**src/rtl/axis_input_pkg.sv**
```systemverilog
`default_nettype none
// ============================================================================
// Module   : axis_input_pkg
// Purpose  : Shared types, constants and the range-saturation helper used by
//            the axis input emulator and its per-channel slices.
// Revision : 1.0 - initial release
// ============================================================================
package axis_input_pkg;

  // Per-channel runtime mode; encoding 3 is reserved and handled as wrap.
  typedef enum logic [1:0] {
    AXIS_WRAP   = 2'd0,
    AXIS_CLAMP  = 2'd1,
    AXIS_CENTER = 2'd2
  } axis_mode_t;

  // Bits per channel on spin_in: [8] toggle, [7:0] signed delta.
  localparam int AXIS_SPIN_W = 9;

  // Saturate a signed value into the inclusive range [lo, hi].
  function automatic logic signed [31:0] axis_sat(
    input logic signed [31:0] val,
    input logic signed [31:0] lo,
    input logic signed [31:0] hi
  );
    logic signed [31:0] r;
    r = val;
    if (val < lo) r = lo;
    else if (val > hi) r = hi;
    return r;
  endfunction

endpackage : axis_input_pkg
`default_nettype wire

```
**src/rtl/axis_channel.sv**
```systemverilog
`default_nettype none
// ============================================================================
// Module   : axis_channel
// Purpose  : One axis: digital step acceleration, mouse toggle tracking,
//            wrap / clamp / return-to-centre arithmetic and position register.
// Revision : 1.0 - initial release
// ============================================================================
module axis_channel
  import axis_input_pkg::*;
#(
  parameter int WIDTH       = 8,
  parameter int STEP_MIN    = 1,
  parameter int STEP_MAX    = 8,
  parameter int MOUSE_SHIFT = 0,
  parameter int CENTER      = 128,
  parameter int LIMIT_LO    = 0,
  parameter int LIMIT_HI    = 255
) (
  input  logic             clk,
  input  logic             reset_n,
  input  logic             strobe_evt,
  input  logic             minus,
  input  logic             plus,
  input  logic             spin_tog,
  input  logic [7:0]       spin_delta,
  input  logic [1:0]       mode,
  output logic [WIDTH-1:0] pos_out,
  output logic             moved
);

  // Wide enough that pos + step + shifted mouse delta never overflows.
  localparam int SUM_W  = WIDTH + MOUSE_SHIFT + 10;
  localparam int STEP_W = $clog2(STEP_MAX + 1);

  localparam logic [STEP_W-1:0]       STEP_MIN_C = STEP_W'(STEP_MIN);
  localparam logic [STEP_W-1:0]       STEP_MAX_C = STEP_W'(STEP_MAX);
  localparam logic [WIDTH-1:0]        CENTER_C   = WIDTH'(CENTER);
  localparam logic [WIDTH-1:0]        RATE_C     = WIDTH'(STEP_MAX);
  localparam logic signed [SUM_W-1:0] CENTER_S   = SUM_W'(CENTER);
  localparam logic signed [SUM_W-1:0] RATE_S     = SUM_W'(STEP_MAX);

  logic [WIDTH-1:0]  pos_q, pos_d;
  logic              moved_q, moved_d;
  logic [STEP_W-1:0] step_q, step_d;
  logic              tog_ref_q, tog_ref_d;
  logic              tog_valid_q, tog_valid_d;

  logic                    mouse_evt;
  logic signed [SUM_W-1:0] pos_ext;
  logic signed [SUM_W-1:0] dig_delta;
  logic signed [SUM_W-1:0] mouse_delta;
  logic signed [SUM_W-1:0] sum;
  logic signed [SUM_W-1:0] diff;
  logic [WIDTH-1:0]        toward;
  logic [WIDTH-1:0]        clamped;

  // Next-state computation for step, toggle reference and position.
  always_comb begin
    // The very first cycle after reset only learns the toggle level.
    mouse_evt   = tog_valid_q && (spin_tog != tog_ref_q);
    tog_ref_d   = spin_tog;
    tog_valid_d = 1'b1;

    pos_ext = $signed({{(SUM_W-WIDTH){1'b0}}, pos_q});

    mouse_delta = '0;
    if (mouse_evt) begin
      mouse_delta = $signed({{(SUM_W-8){spin_delta[7]}}, spin_delta}) <<< MOUSE_SHIFT;
    end

    // Exactly one direction held accelerates; none or both restarts the ramp.
    dig_delta = '0;
    step_d    = step_q;
    if (strobe_evt) begin
      if (plus ^ minus) begin
        dig_delta = $signed({{(SUM_W-STEP_W){1'b0}}, step_q});
        if (minus) dig_delta = -dig_delta;
        step_d = (step_q >= STEP_MAX_C) ? STEP_MAX_C : step_q + STEP_W'(1);
      end else begin
        step_d = STEP_MIN_C;
      end
    end

    sum     = pos_ext + dig_delta + mouse_delta;
    clamped = WIDTH'(axis_sat(32'(sum), LIMIT_LO, LIMIT_HI));

    // Return-to-centre target: one STEP_MAX stride, landing exactly on CENTER.
    diff = pos_ext - CENTER_S;
    if (diff > RATE_S)       toward = pos_q - RATE_C;
    else if (diff < -RATE_S) toward = pos_q + RATE_C;
    else                     toward = CENTER_C;

    pos_d = pos_q;
    if (strobe_evt || mouse_evt) begin
      case (mode)
        AXIS_CLAMP: pos_d = clamped;
        AXIS_CENTER: begin
          if (strobe_evt && !plus && !minus && (mouse_delta == '0)) pos_d = toward;
          else                                                       pos_d = clamped;
        end
        default: pos_d = sum[WIDTH-1:0];
      endcase
    end

    moved_d = (pos_d != pos_q);
  end

  // Channel state registers.
  always_ff @(posedge clk or negedge reset_n) begin
    if (!reset_n) begin
      pos_q       <= CENTER_C;
      moved_q     <= 1'b0;
      step_q      <= STEP_MIN_C;
      tog_ref_q   <= 1'b0;
      tog_valid_q <= 1'b0;
    end else begin
      pos_q       <= pos_d;
      moved_q     <= moved_d;
      step_q      <= step_d;
      tog_ref_q   <= tog_ref_d;
      tog_valid_q <= tog_valid_d;
    end
  end

  assign pos_out = pos_q;
  assign moved   = moved_q;

endmodule : axis_channel
`default_nettype wire

```
**src/rtl/axis_input_emu.sv**
```systemverilog
`default_nettype none
// ============================================================================
// Module   : axis_input_emu
// Purpose  : Multi-channel spinner / paddle / stick position emulator. Holds
//            the shared vsync edge detect, optional input synchronisers and
//            port slicing; per-axis work lives in axis_channel.
// Options  : AXIS_INPUT_SYNC_EN - 2-flop synchronise minus, plus, strobe and
//            the spin toggle bits (adds 2 clk latency).
// Revision : 1.0 - initial release
// ============================================================================
module axis_input_emu
  import axis_input_pkg::*;
#(
  parameter int CHANNELS    = 2,
  parameter int WIDTH       = 8,
  parameter int STEP_MIN    = 1,
  parameter int STEP_MAX    = 8,
  parameter int MOUSE_SHIFT = 0,
  parameter int CENTER      = 128,
  parameter int LIMIT_LO    = 0,
  parameter int LIMIT_HI    = 255
) (
  input  logic                            clk,
  input  logic                            reset_n,
  input  logic                            strobe,
  input  logic [CHANNELS-1:0]             minus,
  input  logic [CHANNELS-1:0]             plus,
  input  logic [CHANNELS*AXIS_SPIN_W-1:0] spin_in,
  input  logic [CHANNELS*2-1:0]           mode,
  output logic [CHANNELS*WIDTH-1:0]       pos_out,
  output logic [CHANNELS-1:0]             moved
);

  logic [CHANNELS-1:0] tog_raw;
  logic [CHANNELS-1:0] minus_s, plus_s, tog_s;
  logic                strobe_s;
  logic                strobe_prev_q, strobe_prev_d;
  logic                strobe_evt;

  // Gather the toggle bit of every channel's spin word.
  always_comb begin
    tog_raw = '0;
    for (int c = 0; c < CHANNELS; c++) begin
      tog_raw[c] = spin_in[c*AXIS_SPIN_W + 8];
    end
  end

`ifdef AXIS_INPUT_SYNC_EN
  logic [CHANNELS-1:0] minus_s1_q, minus_s2_q;
  logic [CHANNELS-1:0] plus_s1_q, plus_s2_q;
  logic [CHANNELS-1:0] tog_s1_q, tog_s2_q;
  logic                strobe_s1_q, strobe_s2_q;

  // Two-flop synchronisers for inputs arriving from the joystick clock domain.
  always_ff @(posedge clk or negedge reset_n) begin
    if (!reset_n) begin
      minus_s1_q  <= '0;
      minus_s2_q  <= '0;
      plus_s1_q   <= '0;
      plus_s2_q   <= '0;
      tog_s1_q    <= '0;
      tog_s2_q    <= '0;
      strobe_s1_q <= 1'b1;
      strobe_s2_q <= 1'b1;
    end else begin
      minus_s1_q  <= minus;
      minus_s2_q  <= minus_s1_q;
      plus_s1_q   <= plus;
      plus_s2_q   <= plus_s1_q;
      tog_s1_q    <= tog_raw;
      tog_s2_q    <= tog_s1_q;
      strobe_s1_q <= strobe;
      strobe_s2_q <= strobe_s1_q;
    end
  end

  assign minus_s  = minus_s2_q;
  assign plus_s   = plus_s2_q;
  assign tog_s    = tog_s2_q;
  assign strobe_s = strobe_s2_q;
`else
  assign minus_s  = minus;
  assign plus_s   = plus;
  assign tog_s    = tog_raw;
  assign strobe_s = strobe;
`endif

  // Rising-edge detect; the reset value of 1 hides a strobe already high.
  always_comb begin
    strobe_prev_d = strobe_s;
    strobe_evt    = strobe_s && !strobe_prev_q;
  end

  // Previous-strobe register.
  always_ff @(posedge clk or negedge reset_n) begin
    if (!reset_n) strobe_prev_q <= 1'b1;
    else          strobe_prev_q <= strobe_prev_d;
  end

  for (genvar c = 0; c < CHANNELS; c++) begin : g_chan
    axis_channel #(
      .WIDTH      (WIDTH),
      .STEP_MIN   (STEP_MIN),
      .STEP_MAX   (STEP_MAX),
      .MOUSE_SHIFT(MOUSE_SHIFT),
      .CENTER     (CENTER),
      .LIMIT_LO   (LIMIT_LO),
      .LIMIT_HI   (LIMIT_HI)
    ) u_chan (
      .clk       (clk),
      .reset_n   (reset_n),
      .strobe_evt(strobe_evt),
      .minus     (minus_s[c]),
      .plus      (plus_s[c]),
      .spin_tog  (tog_s[c]),
      .spin_delta(spin_in[c*AXIS_SPIN_W +: 8]),
      .mode      (mode[c*2 +: 2]),
      .pos_out   (pos_out[c*WIDTH +: WIDTH]),
      .moved     (moved[c])
    );
  end

endmodule : axis_input_emu
`default_nettype wire
```
**config.mk**
```make
export PLATFORM = sky130hd
export DESIGN_NAME = axis_input_emu
export DESIGN_NICKNAME = d
export VERILOG_FILES = /design/src/rtl/axis_input_pkg.sv /design/src/rtl/axis_channel.sv /design/src/rtl/axis_input_emu.sv
export SDC_FILE = /design/constraint.sdc
export NUM_CORES = 1
export LEC_CHECK = 0
export ABC_AREA = 1
export CAP_MARGIN = 20
export CORE_MARGIN = 3
export CORE_UTILIZATION = 25
export DETAILED_ROUTE_END_ITERATION = 16
export SYNTH_ARGS = -nofsm -noshare
export SYNTH_HDL_FRONTEND = slang
export SYNTH_SLANG_ARGS = --single-unit
```
**constraint.sdc**
```tcl
create_clock -name clk -period 4.15 [get_ports clk]
set_clock_uncertainty 0.2 [all_clocks]
set_input_delay 1.245 -clock clk [delete_from_list [all_inputs] [get_ports clk]]
set_output_delay 1.245 -clock clk [all_outputs]
set_load 0.005 [all_outputs]
```
==> flow_metrics.env <==
export IMPL_syn_to_final_growth_pct=46.8
export IMPL_syn_area_mm2=0.00509
export IMPL_clkTransAtPathRegs_ps=60
export IMPL_cp_start_kind="input port"
export IMPL_path_max_fanout=8
export IMPL_antennaDiodeCount=0
export IMPL_setup_violations=18
export IMPL_violations="negative setup slack"
export IMPL_syn_num_nets=936
export IMPL_dr_first_iter_drc_count=263
export IMPL_drt_total_wl_um=15900
export IMPL_holdPathStages=1
export IMPL_finalSetupTns_ps=-3290
export IMPL_end_kind="register"
export IMPL_grt_ovfl_total=0
export IMPL_ys_flop_type="dfrtp_1"
export IMPL_wl_per_cell_um=12.5
export IMPL_hold_viol=0
export IMPL_num_fill_cells=2028
export IMPL_crit_slowest_cell="fa_1"
export IMPL_cp_common_cell="nand2_1"
export IMPL_via_per_inst=4.52
export IMPL_power_density_mw_per_mm2=371
export IMPL_timing_final_crit_share=1.10
export IMPL_synthArstFlopShare=1.00
export IMPL_dp_hpwl_um=12900
export IMPL_setup_worst_path_class="input port to register"
export IMPL_seq_area_um2=757
export IMPL_clock_latency_ps=290
export IMPL_cts_made_buffers=5
export IMPL_multi_input_area_mm2=0.00419
export IMPL_nNetsFinal=1100
export IMPL_dieWidth_um=149
export IMPL_slew_violations=0
export IMPL_drc=0
export IMPL_ant_nets=0
export IMPL_avgSynthCellArea_um2=6.04
export IMPL_crit_arrival_ps=4530
export IMPL_grt_first_pass_wirelength_um=25900
export IMPL_reg2regPathDepth=26
export IMPL_yosysWarnings=0
export IMPL_hp_class="register to register"
export IMPL_die_area_mm2=0.0221
export IMPL_initial_utilization=0.258
export IMPL_cts_root_buffer="clkbuf_16"
export IMPL_fin_util=0.379
export IMPL_irDropWorstVdd_uv=235
export IMPL_p_leak_nw=3.97
export IMPL_vias=5758
export IMPL_rows=51
export IMPL_ys_types=40
export IMPL_grt_pass1_vias=5458
export IMPL_final_cells=1273
export IMPL_placed_area_mm2=0.00665
export IMPL_ios=47
export IMPL_syn_inst=843
export IMPL_cts_tree="yes"
export IMPL_cp_slowest_stage_delay_ps=590
export IMPL_rsz0062_at_grt="true"
export IMPL_layout_common_cells="223 x nand2_1, 144 x inv_1, 116 x buf_4"
export IMPL_numClockSinks=30
export IMPL_die_y_um=149
export IMPL_setup_ws_ps=-412
export IMPL_total_power_w=0.00277
export IMPL_critPathRequiredTime_ps=4120
export IMPL_port_buffers=46
export IMPL_htreeDepth=2
export IMPL_postCtsHoldBufs=0
export IMPL_ys_ff_latch=30
export IMPL_grtUsageTotal=0.142
export IMPL_firstDrtPassIters=5
export IMPL_final_common_cell="nand2_1"
export IMPL_dp_cells=1241
export IMPL_min_period_ps=4560
export IMPL_synth_seq_area_share=0.149
export IMPL_maxCapViolations=0
export IMPL_fmax_mhz=219
export IMPL_layout_drive_gt1_share=0.292
export IMPL_grt_max_degree=31
export IMPL_antenna_found_initial=0
export IMPL_design_area_mm2=0.00747
export IMPL_outcome="complete, but fails checks"
export IMPL_core_mm2=0.0197
export IMPL_gp_congestion=0.909
export IMPL_cts_buffer_depth=2
export IMPL_synth_edff_count=0
## kinds of logic after synthesis
group           count (synthesis)  synth area share
fa+ha+maj                      64             0.184
xor+xnor                       16            0.0275
flops                          30             0.149
other cells                     1          0.000737
simple gates                  463             0.404
buf+inv                       178             0.137
compound gates                 91            0.0986
## worst paths after layout
check	startpoint	endpoint	slack (ps)
max in group asynchronous	reset_n	strobe_prev_q$_DFF_PN1_	2220
min reg2reg	g_chan[1].u_chan.step_q[3]$_DFFE_PN0N_	g_chan[1].u_chan.step_q[2]$_DFFE_PN0N_	290
min in group asynchronous	reset_n	g_chan[1].u_chan.pos_out[3]$_DFF_PN0_	1170
max reg2reg	g_chan[1].u_chan.step_q[0]$_DFFE_PN1N_	g_chan[1].u_chan.moved$_DFF_PN0_	10
min	g_chan[1].u_chan.step_q[3]$_DFFE_PN0N_	g_chan[1].u_chan.step_q[2]$_DFFE_PN0N_	290
max	strobe	g_chan[1].u_chan.moved$_DFF_PN0_	-410
## stage by stage
| step | hold slack (ps) | setup WS (ps) |
|---|---|---|
| 2_1_floorplan | 257 | -402 |
| 3_3_place_gp | 281 | -1320 |
| 3_5_place_dp | 282 | -1300 |
| 4_1_cts | 289 | -454 |
| 5_1_grt | 323 | -672 |
| 6_report | 287 | -412 |
## Yosys cell counts (8+ instances only)
library cell,number,area (µm²)
dfrtp_1,25,626
nor2_1,57,214
inv_1,158,593
nand2_2,13,81.3
nand3_1,87,435
nand2_1,261,980
a21oi_1,35,175
xor2_1,9,78.8
nand4_1,9,56.3
ha_1,46,576
o21ai_0,35,175
inv_2,8,30.0
fa_1,18,360
## timing repair
action                     4_1_cts  5_1_grt
setup buffers                   17        7
pin swaps                       55       35
setup endpoints to repair       18       18
gates resized for setup         86       64
## flip-flops by register name (all words and copies together), names as in the netlist
register,cells
g_chan.u_chan.pos_out,16
g_chan.u_chan.step_q,8
g_chan.u_chan.moved,2
g_chan.u_chan.tog_ref_q,2
g_chan.u_chan.tog_valid_q,1
strobe_prev_q,1
## area by class of cell
type | count | area share
clock buffer | 6 | 0.0186
clock inverter | 2 | 0.00167
inverter | 167 | 0.0859
multi-input combinational | 635 | 0.561
sequential | 30 | 0.101
tap | 265 | 0.0444
timing repair buffer | 168 | 0.187
## power breakdown
part | switching [W] | internal (W) | total, W
logic | 0.00102 | 0.000865 | 0.00189
registers | 0.000110 | 0.000375 | 0.000484
clock network | 0.000158 | 0.000238 | 0.000396
total | 0.00129 | 0.00148 | 0.00277
## critical path: cells and delay by family
kind                       cells  cell delay, ps
adders and majority gates      2             930
and+or+nand+nor               21            1960
buffers and inverters          6             390
## per-layer routing
metal | up-vias | GRT usage | part of all wire
li1 | 2979 | - | -
met1 | 2627 | 0.197 | 0.48
met2 | 133 | 0.241 | 0.47
met3 | 19 | 0.0192 | 0.041
met4 | 0 | 0.0208 | 0.010
met5 | - | 0 | 0
(Power assumes the default switching activity.)
